`config.mk`:
```
export PLATFORM = sky130hd
export DESIGN_NAME = rv_alu
export DESIGN_NICKNAME = d
export VERILOG_FILES = /design/src/rtl/alu_pkg.sv /design/src/rtl/rv_alu_shifter.sv /design/src/rtl/rv_alu.sv
export SDC_FILE = /design/constraint.sdc
export NUM_CORES = 1
export LEC_CHECK = 0
export CAP_MARGIN = 20
export CORE_MARGIN = 2
export CORE_UTILIZATION = 46
export DETAILED_ROUTE_END_ITERATION = 6
export PLACE_DENSITY = 0.69
export SYNTH_ARGS = -nofsm -noshare
export SYNTH_HDL_FRONTEND = slang
export SYNTH_SLANG_ARGS = --single-unit
```
`constraint.sdc`:
```
create_clock -name clk -period 5.9 [get_ports clk]
set_clock_uncertainty 0.05 [all_clocks]
set_input_delay 0.59 -clock clk [delete_from_list [all_inputs] [get_ports clk]]
set_output_delay 0.59 -clock clk [all_outputs]
set_load 0.1 [all_outputs]
```
`src/rtl/alu_pkg.sv`:
```
// Shared types and constants for the RV32 execute-stage ALU.
// Operation codes match the opSel field driven by the decoder.
package alu_pkg;

    localparam int unsigned XLEN = 32;

    typedef enum logic [4:0] {
        ADD   = 5'd0,
        SUB   = 5'd1,
        AND   = 5'd2,
        OR    = 5'd3,
        XOR   = 5'd4,
        SLL   = 5'd5,
        SRL   = 5'd6,
        SRA   = 5'd7,
        SLT   = 5'd8,
        SLTU  = 5'd9,
        PASSB = 5'd10
    } alu_op_e;

endpackage

```
`src/rtl/rv_alu_shifter.sv`:
```
// Combinational barrel shifter for SLL/SRL/SRA.
// Only the low log2(XLEN) bits of the shift amount are used.
module rv_alu_shifter
    import alu_pkg::*;
#(
    parameter int unsigned XLEN = alu_pkg::XLEN
) (
    input  logic [XLEN-1:0]         op1,
    input  logic [$clog2(XLEN)-1:0] shamt,
    input  alu_op_e                 op,
    output logic [XLEN-1:0]         shifted
);

    always_comb begin
        shifted = '0;
        case (op)
            SLL:     shifted = op1 << shamt;
            SRL:     shifted = op1 >> shamt;
            SRA:     shifted = $signed(op1) >>> shamt;
            default: shifted = '0;
        endcase
    end

endmodule

```
`src/rtl/rv_alu.sv`:
```
// RV32 integer ALU: combinational result/zero plus a registered copy
// (result_q/zero_q/out_valid) for the EX/MEM pipeline boundary.
module rv_alu
    import alu_pkg::*;
#(
    parameter int unsigned XLEN = alu_pkg::XLEN
) (
    input  logic            clk,
    input  logic            rst_n,
    input  logic [4:0]      opSel,
    input  logic [XLEN-1:0] op1,
    input  logic [XLEN-1:0] op2,
    input  logic            in_valid,
    output logic [XLEN-1:0] result,
    output logic            zero,
    output logic [XLEN-1:0] result_q,
    output logic            zero_q,
    output logic            out_valid
);

    localparam int unsigned SHW = $clog2(XLEN);

    alu_op_e         op;
    logic [XLEN-1:0] shifted;

    assign op = alu_op_e'(opSel);

    rv_alu_shifter #(
        .XLEN(XLEN)
    ) u_shifter (
        .op1    (op1),
        .shamt  (op2[SHW-1:0]),
        .op     (op),
        .shifted(shifted)
    );

    // Reserved opSel codes (11..31) fall through to the zero default.
    always_comb begin
        result = '0;
        case (op)
            ADD:           result = op1 + op2;
            SUB:           result = op1 - op2;
            AND:           result = op1 & op2;
            OR:            result = op1 | op2;
            XOR:           result = op1 ^ op2;
            SLL, SRL, SRA: result = shifted;
            SLT:           result = {{(XLEN-1){1'b0}}, ($signed(op1) < $signed(op2))};
            SLTU:          result = {{(XLEN-1){1'b0}}, (op1 < op2)};
            PASSB:         result = op2;
            default:       result = '0;
        endcase
    end

    assign zero = (result == '0);

    always_ff @(posedge clk or negedge rst_n) begin
        if (!rst_n) begin
            result_q  <= '0;
            zero_q    <= 1'b0;
            out_valid <= 1'b0;
        end else begin
            out_valid <= in_valid;
            if (in_valid) begin
                result_q <= result;
                zero_q   <= zero;
            end
        end
    end

endmodule

```
Yosys cells after proc, flatten, opt, wreduce, memory -nomap -nowiden

Index checks and enable logic that the tools add are counted.

Shifts and indexed selects: 3
Equal/unequal tests: 10
Muxes and demuxes: 2
$lt $le $gt $ge: 2
Reductions and logical operators: 3
Add/sub/neg operators: 2
Bitwise operators: 3

Operator list:

| cell               | count |
|---|---|
| $pmux 32 s9        | 1 |
| $pmux 32 s3        | 1 |
| $lt 32x32->1       | 2 |
| $add 32x32->32     | 1 |
| $and 32x32->32     | 1 |
| $logic_not 32->1   | 1 |
| $or 32x32->32      | 1 |
| $shl 32x5->32      | 1 |
| $shr 32x5->32      | 1 |
| $sshr 32x5->32     | 1 |
| $sub 32x32->32     | 1 |
| $xor 32x32->32     | 1 |
| $eq 5x3->1 const B | 4 |
| $eq 5x4->1 const B | 3 |
| $eq 5x2->1 const B | 2 |
| $eq 5x1->1 const B | 1 |
| $logic_not 5->1    | 1 |
| $reduce_or 3->1    | 1 |

Bits in registers: 34
Logic and storage cells: 28
Input bits: 72

Longest topological paths before layout

Word-level depth: 4
Mapped depth: 17
Gate-level depth less buffers: 13

By module

From an unflattened synthesis, not the netlist that was laid out.

Cells, all modules: 1,640
Area total of the unflattened synthesis: 12,107.9 um^2

Modules (own cells, without submodules):

| module         | instances | cells an instance | seq. area each (um^2) | area an instance (um^2) |
|---|---|---|---|---|
| rv_alu         | 1         | 1,100             | 850.8                 | 7,657.3 |
| rv_alu_shifter | 1         | 540               | 0.0                   | 4,450.5 |

Worst setup path before layout

OpenSTA, ideal clock, no wires.

Path type: input-to-output
Start point: in op2[2]
End point: out zero
Cell stages on the path: 17
Path slack: -999 ps
Path buffers: 5
Required time: 5,260 ps
Arrival: 6,259 ps
Cell sequence: buf_2 buf_2 inv_1 buf_1 buf_2 ha_1 buf_2 o21bai_1 o2111ai_1 a211oi_1 o21ai_1 o41ai_1 xnor2_1 o221ai_1 nor2_1 nand4_1 nor2_1

Cells in the longest elaborated chain, start to end: 4
Elaborated cells between the ends (all ways): 13
Those cells by class: add/sub (2); order compare (2); shift (3); mux (2); bitwise (3); reduce/logical (1)

Ends and longest elaborated chain:

| item                                                   | line         | source |
|---|---|---|
| start: declaration                                     | rv_alu.sv:12 | `input logic [XLEN-1:0] op2,` |
| branches (longest 2 deep; another with $sub 32x32->32) | --           |  |
| $pmux 32 s9 *                                          | rv_alu.sv:40 | `case (op)` |
| via result[18]                                         | rv_alu.sv:14 | `output logic [XLEN-1:0] result,` |
| $logic_not 32->1 *                                     | rv_alu.sv:54 | `assign zero = (result == '0);` |
| end: declaration                                       | rv_alu.sv:15 | `output logic zero,` |

Mark *: on every way through the listed nets, which the timed path passes.

Worst setup path in the final report

Start point: in op1[2]
End point: out zero

Cells in the longest elaborated chain, start to end: 4
Elaborated cells between the ends (all ways): 13
Those cells by class: add/sub (2); order compare (2); shift (3); mux (2); bitwise (3); reduce/logical (1)

Ends and longest elaborated chain:

| item                                                   | line         | source |
|---|---|---|
| start: declaration                                     | rv_alu.sv:11 | `input logic [XLEN-1:0] op1,` |
| branches (longest 2 deep; another with $sub 32x32->32) | --           |  |
| $pmux 32 s9 *                                          | rv_alu.sv:40 |  |
| $logic_not 32->1 *                                     | rv_alu.sv:54 |  |

Every way passes the cells marked *.

==> flow_metrics.tcl <==
set metrics [dict create \
    drc 0 \
    ys_async_sr_fraction_pct 100.0 \
    r2r_start "result_q[0]" \
    ys_ff_latch 34 \
    layout_common_cells "nand2_1 (143), nor2_1 (116), a21oi_1 (115)" \
    finalSetupViolCount 0 \
    syn_nets 1801 \
    io_buffer_count 138 \
    worst_hold_slack_ps 446.4 \
    cp-end-kind "primary output" \
    cts_root_buf "clkbuf_16" \
    p_sw_share_pct 56.15 \
    post-dp-hpwl_um 48330 \
    vdd_drop_max_mv 0.2554 \
    tritoncts "yes" \
    nNetsFinal 1900 \
    arrival_ps 5050 \
    drt_iter0_markers 2190 \
    combPwrFrac_pct 76.0 \
    drive_above_1_share_pct 16.36 \
    final_common_cell "nand2_1" \
    antenna_found_initial 5 \
    gp_congestion 1.056 \
    netlist_instances 1630 \
    grt_pass1_wl_um 90600 \
    clk_pin_slew_ps 60 \
    cts_max_level 2 \
    hold_class "register to register" \
    final-hold-violation-count 0 \
    ys_warn_count 0 \
    groute.usage.overall_pct 42.43 \
    finalCritPeriodShare_pct 96.49 \
    timing.final.crit_period_ps 5693 \
    cts_buffers 5 \
    synth-seq-area-share_pct 7.005 \
    grt_max_degree 80 \
    dr.pass1.iters 6 \
    synth.avg_cell_area_um2 7.452 \
    seq_power_share_pct 12.1 \
    p_per_area_mw_per_mm2 157.3 \
    tns_ps 0 \
    maxCapViolations 0 \
    antenna_left 0 \
    io_pins 139 \
    rsz0062_at_grt "no" \
    min-delay-start "result_q[30]" \
    p_int_uw 1005 \
    grt_pass1_vias 13879 \
    dieHeight_um 166.5 \
    relSlewSlack_pct 25.30 \
    power.leakage_uw 0.006119 \
    outcome "finished clean" \
    fmax_mhz 175.7 \
    core_mm2 0.02598 \
    insertion_delay_ps 290 \
    crit_fanout 10 \
    die_area_mm2 0.02772 \
    critPathRequiredTime_ps 5260 \
    switchingPower_uw 1287 \
    clockBufferDepth 2 \
    synth_flop_cell "dfrtp_1" \
    pwr-share-clk_pct 11.8 \
    drt-wirelength-per-cell_um 29.63 \
    routed_wl_um 61230 \
    grt.overflow.total 0 \
    rows 59 \
    start_util_pct 46.74 \
    syn_area_mm2 0.01215 \
    area_delta_synth_final_pct 19.99 \
    die-width_um 166.5 \
    cts_setup_buffers 0 \
    worstMarginPinSlew_ps 1110 \
    ys_types 98 \
    maxSlewViolCount 0 \
    cts.sinks 34 \
    path_class "primary input to primary output" \
    worstSetupStartpointType "primary input" \
    synth_edf_count 0 \
    via_per_inst 7.181 \
    critical_path.startpoint "op1[2]" \
    vias 14835 \
]
## sequential cells by signal, indices dropped and copies added, names as in the netlist
signal	flops
out_valid	1
result_q	32
zero_q	1
## synthesized netlist by cell type (22+ instances only)
cell	instances	share of area, %
buf_2	33	1.4
dfrtp_1	34	7.0
a31oi_1	23	1.2
o21ai_0	81	3.3
ha_1	97	10
o211ai_1	27	1.7
nor2_1	118	3.6
nand2_1	143	4.4
nor3_1	53	2.2
mux2_2	35	3.2
a21oi_1	115	4.7
mux2i_1	74	6.1
nand3_1	49	2.0
mux4_2	56	10
inv_1	109	3.4
clkbuf_1	96	3.0
a211oi_1	23	1.4
o22ai_1	22	1.1
nand4_1	24	1.2
## power by group through the flow
stage	Sequential (µW)	Combinational (µW)	Clock [µW]
after floorplan	493	915	0
after global placement	280	1690	0
after detailed placement	282	1700	0
after CTS	279	1700	277
after global routing	282	1810	287
final	278	1740	271
## layout make-up
class / count / area [µm²]
inverters: 111 / 416.7
clock buffers: 7 / 142.6
flip-flops and latches: 34 / 850.8
repair buffers: 243 / 2476
multi-input cells: 1334 / 10260
clock inverters: 1 / 5.005
well taps: 335 / 419.2
diodes: 1 / 2.502
fillers: 2550 / 11410
## through the flow
stage,util (%),std cells,total power (µW),worst slack (ps),cell area (µm²)
finish,56.09,2066,2292,207.2,14580
global route,56.08,2065,2383,44.24,14570
CTS,56.07,2065,2259,281.5,14570
detailed placement,55.50,2057,1978,322.6,14420
global placement,55.46,2055,1970,353.3,14410
floorplan,-,1630,1408,54.15,12180
## routing by layer
layer	track usage, %	vias to the layer above	wire, µm	part of all wire [%]
li1	-	6396	-	-
met1	57.81	7115	24240	40
met2	64.09	1104	26130	43
met3	9.696	212	7190	12
met4	19.04	8	3603	5.9
met5	0	-	51	0.083
## critical path: stages
cell	delay [ps]
clkdlybuf4s50_1	680
inv_1	80
ha_1	480
nand2b_1	170
o2111ai_2	240
a21oi_1	420
o211ai_1	280
a21boi_0	650
o32a_1	280
nand3_2	120
nor4_1	470
nand4_1	230
nor2_4	170
buf_12	180
## timing repair
| item | 4_1_cts | 5_1_grt |
|---|---|---|
| endpoints found under the hold margin | 0 | 0 |
| hold buffers | 0 | 0 |
| resized for setup | 0 | 2 |
| endpoints found under the setup margin | 0 | 1 |
## cell families (layout without fill, tap and decap cells)
| group | Yosys count | in the layout | synth area share, % |
|---|---|---|---|
| adders and majority gates | 99 | 99 | 10.32 |
| other | 0 | 1 | 0 |
| and+or+nand+nor | 515 | 515 | 20.69 |
| AOI/OAI and AO/OA | 528 | 528 | 30.55 |
| DFF | 34 | 34 | 7.005 |
| buffers and inverters | 262 | 362 | 9.034 |
| xor gates and xnor gates | 19 | 19 | 1.370 |
| muxes | 173 | 173 | 21.02 |
## final timing paths
kind                           endpoint  slack, ps  cells after the start
min in group asynchronous   result_q[4]        670                      2
max in group asynchronous        zero_q       4790                      2
hold reg to reg            result_q[30]        450                      2
setup reg to reg            result_q[0]       5080                      1
setup / recovery                   zero        210                     14
hold / removal             result_q[30]        450                      2
No activity file was read; power rests on OpenSTA's default activity.
